## src/rtl/pattern_scan_ctrl.sv

```systemverilog
// Word-to-bit sequencing controller around a serial 1011 Mealy detector; counts matches per frame.
// Optional build macro PATTERN_OVERLAP_EN selects overlapping detection (S101 --1--> S1 instead of S0).
module pattern_scan_ctrl #(
    parameter int WIDTH = 8,
    parameter int CNT_W = 4
) (
    input  logic             clk,
    input  logic             reset,
    input  logic             in_valid,
    output logic             in_ready,
    input  logic [WIDTH-1:0] in_data,
    input  logic             in_last,
    output logic             hit,
    output logic [CNT_W-1:0] match_cnt,
    output logic             busy,
    output logic             done
);
    localparam int BC_W = $clog2(WIDTH);
    localparam logic [BC_W-1:0] LAST_BIT = BC_W'(WIDTH - 1);

    typedef enum logic [1:0] {ST_IDLE, ST_SHIFT, ST_DONE} state_t;
    typedef enum logic [1:0] {S0, S1, S10, S101} det_t;

    state_t           state_q, state_d;
    det_t             det_q, det_d;
    logic [WIDTH-1:0] shreg_q, shreg_d;
    logic [BC_W-1:0]  bitcnt_q, bitcnt_d;
    logic             last_q, last_d;
    logic [CNT_W-1:0] cnt_q, cnt_d;
    logic             hit_q, hit_d;
    logic             ended_q, ended_d;
    logic             x;
    logic             match;

    always_ff @(posedge clk or posedge reset) begin
        if (reset) begin
            state_q  <= ST_IDLE;
            det_q    <= S0;
            shreg_q  <= '0;
            bitcnt_q <= '0;
            last_q   <= 1'b0;
            cnt_q    <= '0;
            hit_q    <= 1'b0;
            ended_q  <= 1'b0;
        end else begin
            state_q  <= state_d;
            det_q    <= det_d;
            shreg_q  <= shreg_d;
            bitcnt_q <= bitcnt_d;
            last_q   <= last_d;
            cnt_q    <= cnt_d;
            hit_q    <= hit_d;
            ended_q  <= ended_d;
        end
    end

    // Detector transitions; only consulted while shifting.
    assign x = shreg_q[WIDTH-1];
    always_comb begin
        det_d = det_q;
        match = 1'b0;
        case (det_q)
            S0:   det_d = x ? S1 : S0;
            S1:   det_d = x ? S1 : S10;
            S10:  det_d = x ? S101 : S0;
            S101: begin
                if (x) begin
                    match = 1'b1;
`ifdef PATTERN_OVERLAP_EN
                    det_d = S1;
`else
                    det_d = S0;
`endif
                end else begin
                    det_d = S10;
                end
            end
            default: det_d = S0;
        endcase
        if (state_q == ST_DONE) begin
            det_d = S0;
        end else if (state_q != ST_SHIFT) begin
            det_d = det_q;
            match = 1'b0;
        end
    end

    always_comb begin
        state_d  = state_q;
        shreg_d  = shreg_q;
        bitcnt_d = bitcnt_q;
        last_d   = last_q;
        cnt_d    = cnt_q;
        hit_d    = 1'b0;
        ended_d  = ended_q;
        case (state_q)
            ST_IDLE: begin
                if (in_valid) begin
                    shreg_d  = in_data;
                    last_d   = in_last;
                    bitcnt_d = '0;
                    state_d  = ST_SHIFT;
                    // First word after a finished frame starts a fresh count.
                    if (ended_q) begin
                        cnt_d   = '0;
                        ended_d = 1'b0;
                    end
                end
            end
            ST_SHIFT: begin
                shreg_d  = {shreg_q[WIDTH-2:0], 1'b0};
                bitcnt_d = bitcnt_q + 1'b1;
                if (match) begin
                    hit_d = 1'b1;
                    if (cnt_q != {CNT_W{1'b1}}) begin
                        cnt_d = cnt_q + 1'b1;
                    end
                end
                if (bitcnt_q == LAST_BIT) begin
                    bitcnt_d = '0;
                    state_d  = last_q ? ST_DONE : ST_IDLE;
                end
            end
            ST_DONE: begin
                ended_d = 1'b1;
                state_d = ST_IDLE;
            end
            default: state_d = ST_IDLE;
        endcase
    end

    assign in_ready  = (state_q == ST_IDLE);
    assign busy      = (state_q == ST_SHIFT);
    assign done      = (state_q == ST_DONE);
    assign hit       = hit_q;
    assign match_cnt = cnt_q;
endmodule

```

## config.mk

```make
export PLATFORM = sky130hd
export DESIGN_NAME = pattern_scan_ctrl
export DESIGN_NICKNAME = d
export VERILOG_FILES = /design/src/rtl/pattern_scan_ctrl.sv
export SDC_FILE = /design/constraint.sdc
export NUM_CORES = 1
export LEC_CHECK = 0
export ABC_CLOCK_PERIOD_IN_PS = 2400
export CORE_MARGIN = 2
export CORE_UTILIZATION = 40
export DETAILED_ROUTE_END_ITERATION = 10
export PLACE_DENSITY_LB_ADDON = 0.15
export SLEW_MARGIN = 0
export SYNTH_ARGS = -nofsm -noshare
export SYNTH_HDL_FRONTEND = slang
export SYNTH_SLANG_ARGS = --single-unit
export TNS_END_PERCENT = 30
```

## constraint.sdc

```tcl
create_clock -name clk -period 2.4 [get_ports clk]
set_input_delay 0.24 -clock clk [delete_from_list [all_inputs] [get_ports clk]]
set_output_delay 0.24 -clock clk [all_outputs]
set_load 0.03 [all_outputs]
```

# After elaboration in Yosys (flattened, before gate mapping)
# Index checks and enable logic that the tools add are counted.
[totals] regBits=22 latch_bits=0 ramBits=0 romBits=0 out_inout_bits=8 elab_cells=62 n_memories=0
[op_classes] addsub=2 mul=0 div=0 order_cmp=0 eq_ne=14 shift=0 mux=29 bitwise_logic=0 reduce_logical=9
[op_table] operator="2-bit two-way mux" n=8
[op_table] operator="4-bit two-way mux" n=4
[op_table] operator="8-bit one-hot mux with 2 select lines" n=1
[op_table] operator="2-bit by 1-bit inequality test with 1-bit output (second input constant)" n=5
[op_table] operator="1-bit two-way mux" n=8
[op_table] operator="8-bit two-way mux" n=1
[op_table] operator="2-bit one-hot mux with 4 select lines" n=1
[op_table] operator="4-bit one-hot mux with 2 select lines" n=1
[op_table] operator="2-bit AND reduction" n=4
[op_table] operator="2-bit equality test (second input constant)" n=3
[op_table] operator="3-bit two-way mux" n=2
[op_table] operator="3-bit one-hot mux with 2 select lines" n=1
[op_table] operator="5-bit AND reduction" n=1
[op_table] operator="4-bit by 1-bit adder with 4-bit output (second input constant)" n=1
[op_table] operator="2-bit by 1-bit equality test with 1-bit output (second input constant)" n=2
[op_table] operator="2-bit zero test" n=2
[op_table] operator="2-bit inequality test (second input constant)" n=2
[op_table] operator="4-bit inequality test (second input constant)" n=1
[op_table] operator="2-bit one-hot mux with 2 select lines" n=1
[op_table] operator="2-bit nonzero test" n=2
[op_table] operator="3-bit by 1-bit adder with 3-bit output (second input constant)" n=1
[op_table] operator="3-bit equality test (second input constant)" n=1
[op_table] operator="1-bit one-hot mux with 2 select lines" n=1

# Longest topological paths before layout
[logic_depth] depth_word=6 mapped_depth=6

# Worst setup path before layout
# Ideal clock, no wire load.
[synth_path] path_type="register to register" from="register state_q[0]" to="register cnt_q[3] (netlist: match_cnt[3])" t_arrival_ns=1.802 required_ns=2.273 slack_ns=0.470 stages_incl_launch_ff=7 synth_period_minus_slack_ns=1.930 path_cell_list="dfrtp_1 inv_1 ha_1 nand3_2 a211oi_4 nand4_1 mux2_1"
[synth_lines] item="start, declared" line_no="24" source="state_t state_q, state_d;"
[synth_lines] item="start signal, assigned" line_no="46" source="state_q <= state_d;"
[synth_lines] item="2-bit zero test (*)"
[synth_lines] item="via in_ready" line_no="10" source="output logic in_ready,"
[synth_lines] item="2-bit by 1-bit inequality test with 1-bit output (no source line) (tied with other cells)"
[synth_lines] item="5-bit AND reduction (no source line)"
[synth_lines] item="end signal, assigned" line_no="51" source="cnt_q <= cnt_d;"
[synth_lines] item="end, declared" line_no="29" source="logic [CNT_W-1:0] cnt_q, cnt_d;"
# Mark *: on every way through the listed nets, which the timed path passes. The rest lies on a longest branch.
# A chain may end at the register's enable or synchronous reset.

# Worst setup path after layout
[layout_path] from="register state_q[1]" to="output port busy"
[layout_via] elab_chain_cells=1
[layout_lines] item="2-bit by 1-bit equality test with 1-bit output" line_no="133" source="assign busy = (state_q == ST_SHIFT);"
[layout_lines] item="end, declared" line_no="15" source="output logic busy,"
# No other way between the ends.

==> metrics.txt <==
run status finished clean; Resized Gates After CTS 0; critical path fanouts, max 8; clock tree from TritonCTS built; CP endpoint kind output pin; synth cell count leaders sky130_fd_sc_hd__dfrtp_1 (22), sky130_fd_sc_hd__nor2_1 (18), sky130_fd_sc_hd__inv_1 (9); clk sinks 22; number of buffers added to fix hold violations after cts 0; start-to-end type of the worst setup path register to output pin; Pwr Density 1190 mW/mm²; MaxCap Viol Count 0; global placement routability congestion about 0.77; setup slack after layout approximately 0.28 ns; total clock buffers created by CTS 3; number of port buffers 19; antenna-violating nets left 0; biggest area contributors in the synthesized netlist sky130_fd_sc_hd__dfrtp_1 (51%), sky130_fd_sc_hd__ha_1 (6.9%), sky130_fd_sc_hd__nor2_1 (6.2%), sky130_fd_sc_hd__o22ai_1 (4.0%), sky130_fd_sc_hd__inv_1 (3.1%); Die ar. 0.00314 mm²; number of instances in the synthesized netlist between 100 and 150; measured slew at the worst slew-check pin between 0.5 and 0.6 ns; Synth async-reset ratio between 90% and 100%; count leader, synth sky130_fd_sc_hd__dfrtp_1; clock insertion delay at the later pin of the skew report around 0.31 ns; DP HPWL ~1600 µm; Crit. Startpoint state_q[1]; pre-CTS worst setup slack roughly 0.52 ns; Critical Path Source Type register; flip-flop cell with the highest count after synthesis sky130_fd_sc_hd__dfrtp_1; timing-limited maximum frequency between 400 and 500 MHz; Remaining DRCs 0; I/O pin count 20; Slew headroom a little over three fifths; data required time of the worst path approximately 2.2 ns; Worst IR Drop VDD between 0.0007 and 0.0008 V; antenna diode instance count 0; Core Rows 18; signal arrival time at the worst endpoint approximately 1.9 ns; Critical path destination busy; overall routing resource usage about 16%; total via count in the routed design between 800 and 900; post-synth cell types 32; final period demand of the worst path about 2.1 ns; area fraction of the dominant cell type after synthesis about 51%; # nets final 150; deepest level of the CTS H-tree 1; area of the core 0.00252 mm²; clock tree root driver cell sky130_fd_sc_hd__clkbuf_4; Syn-to-layout area delta 25.1%; average cell area after synthesis 10.1 µm²; leakage component of the power 0.597 nW; share of cells above drive strength 1 ~9.9%; wire length of the first global-routing pass about 3900 µm; DR pass1 iterations 4; part of the cycle the worst path needs between 80% and 90%; unrepaired setup endpoints after global routing no; number of nets produced by synthesis around 130; total power of the final layout ~0.0016 W; remaining global-route overflow 0; yosys synthesis warning count 0; clock slew at the register clock pins of the worst setup and hold paths 0.12 ns; instance area at placement around 0.0013 mm²; Finished Cell Area ~0.0014 mm²; pin count of the biggest net entering global routing 23; class of the tightest hold or removal check input pin to asynchronous set/reset pin; cell taking the most area after synthesis sky130_fd_sc_hd__dfrtp_1; cell area after technology mapping ~0.0011 mm²; reg2reg start state_q[0]; total count of hold-check failures in the final report 0; number of buffers inserted to repair setup after CTS 0; count of flip-flops with a built-in enable after synthesis 0; sum of negative setup slack 0 ns; antenna violations before repair 0; DRT Wirelength about 2100 µm; pins over their slew limit 0; final worst hold slack between 0.2 and 0.25 ns; endpoint of the most critical register-to-register path match_cnt[3]; count of state elements after synthesis 22; starting utilization of the core area 42.9%; per-cell routed wire length 13.1 µm; Seq/Total Area, Yosys between 50% and 60%; worst clock skew 0.00480 ns; number of buffers on the longest clock path 2; Vias per Instance between 5 and 6; height of the die 56.0 µm; total setup violations reported at the end of the flow 0; R2R cell count 6; width of the chip about 56 µm; slack of the worst reg-to-reg path a little under 0.5 ns; vias in the first global route approximately 860; First DRT Iteration DRCs 21
-- cells by family (layout without fill, tap and decap cells) --
| logic type | after synthesis | in the layout | synth area share [%] |
|---|---|---|---|
| AND/OR/NAND/NOR | 37 | 37 | 16.5 |
| multiplexers | 3 | 3 | 3.01 |
| buffers and inverters | 9 | 33 | 3.12 |
| AO/OA/AOI/OAI | 30 | 30 | 19.5 |
| adder cells (fa/ha/maj) | 6 | 6 | 6.94 |
| flip-flops | 22 | 22 | 50.9 |
-- worst min-delay path by stage --
stage          startpoint          end  slack (ns)  cells after the start
2_1_floorplan       reset  bitcnt_q[0]        0.23                      1
3_3_place_gp   shreg_q[1]   shreg_q[2]        0.47                      2
3_5_place_dp   shreg_q[0]   shreg_q[1]        0.48                      2
4_1_cts             reset     det_q[0]        0.26                      3
5_1_grt             reset     det_q[1]        0.27                      3
6_report            reset     det_q[1]        0.25                      3
-- cells in the final DEF, fill, tap and decap left out, types with 2 or more instances in the layout --
cell and instances:
sky130_fd_sc_hd__a21oi_1 6, sky130_fd_sc_hd__clkbuf_4 3, sky130_fd_sc_hd__dfrtp_1 22, sky130_fd_sc_hd__a22o_1 2, sky130_fd_sc_hd__o22ai_1 7, sky130_fd_sc_hd__a31o_2 2, sky130_fd_sc_hd__inv_1 9, sky130_fd_sc_hd__nand2_1 7
sky130_fd_sc_hd__nand3_1 2, sky130_fd_sc_hd__ha_1 6, sky130_fd_sc_hd__nor2_1 18, sky130_fd_sc_hd__clkdlybuf4s50_1 19, sky130_fd_sc_hd__o21ai_0 5
-- routing by layer --
layer / up-vias / track usage [%] / part of all wire, %
li1: 429 / - / -
met1: 396 / 21.8 / 49
met2: 18 / 23.0 / 44
met3: 2 / 5.81 / 5.9
met4: 0 / 4.08 / 0.90
met5: - / 0 / 0
-- registers in the layout, summed over array words and instances (netlist names) --
name       count
last_q         1
match_cnt      4
state_q        2
ended_q        1
shreg_q        8
det_q          2
hit            1
bitcnt_q       3
-- power breakdown --
part / internal, W / switching [W]
clock network: 0.0000927 / 0.000111
registers: 0.000517 / 0.000113
logic: 0.000332 / 0.000442
total: 0.000942 / 0.000666
-- stage by stage --
stage / cells / utilization, %
2_1_floorplan: 107 / -
3_3_place_gp: 157 / 52.2
3_5_place_dp: 157 / 52.2
4_1_cts: 161 / 53.7
5_1_grt: 161 / 53.7
6_report: 161 / 53.7
-- cell type report --
type / instances / area (µm²)
clock buffers: 4 / 36.3
fillers: 235 / 1170
inverters: 9 / 33.8
multi-input cells: 76 / 498
flip-flops and latches: 22 / 551
well taps: 30 / 37.5
repair buffers: 20 / 198
-- critical path: stages, from the launching register on --
cell and delay, ns:
sky130_fd_sc_hd__dfrtp_1 0.40, sky130_fd_sc_hd__inv_1 0.11, sky130_fd_sc_hd__ha_1 0.33, sky130_fd_sc_hd__clkdlybuf4s50_1 0.74
No activity file was read; power rests on OpenSTA's default activity.
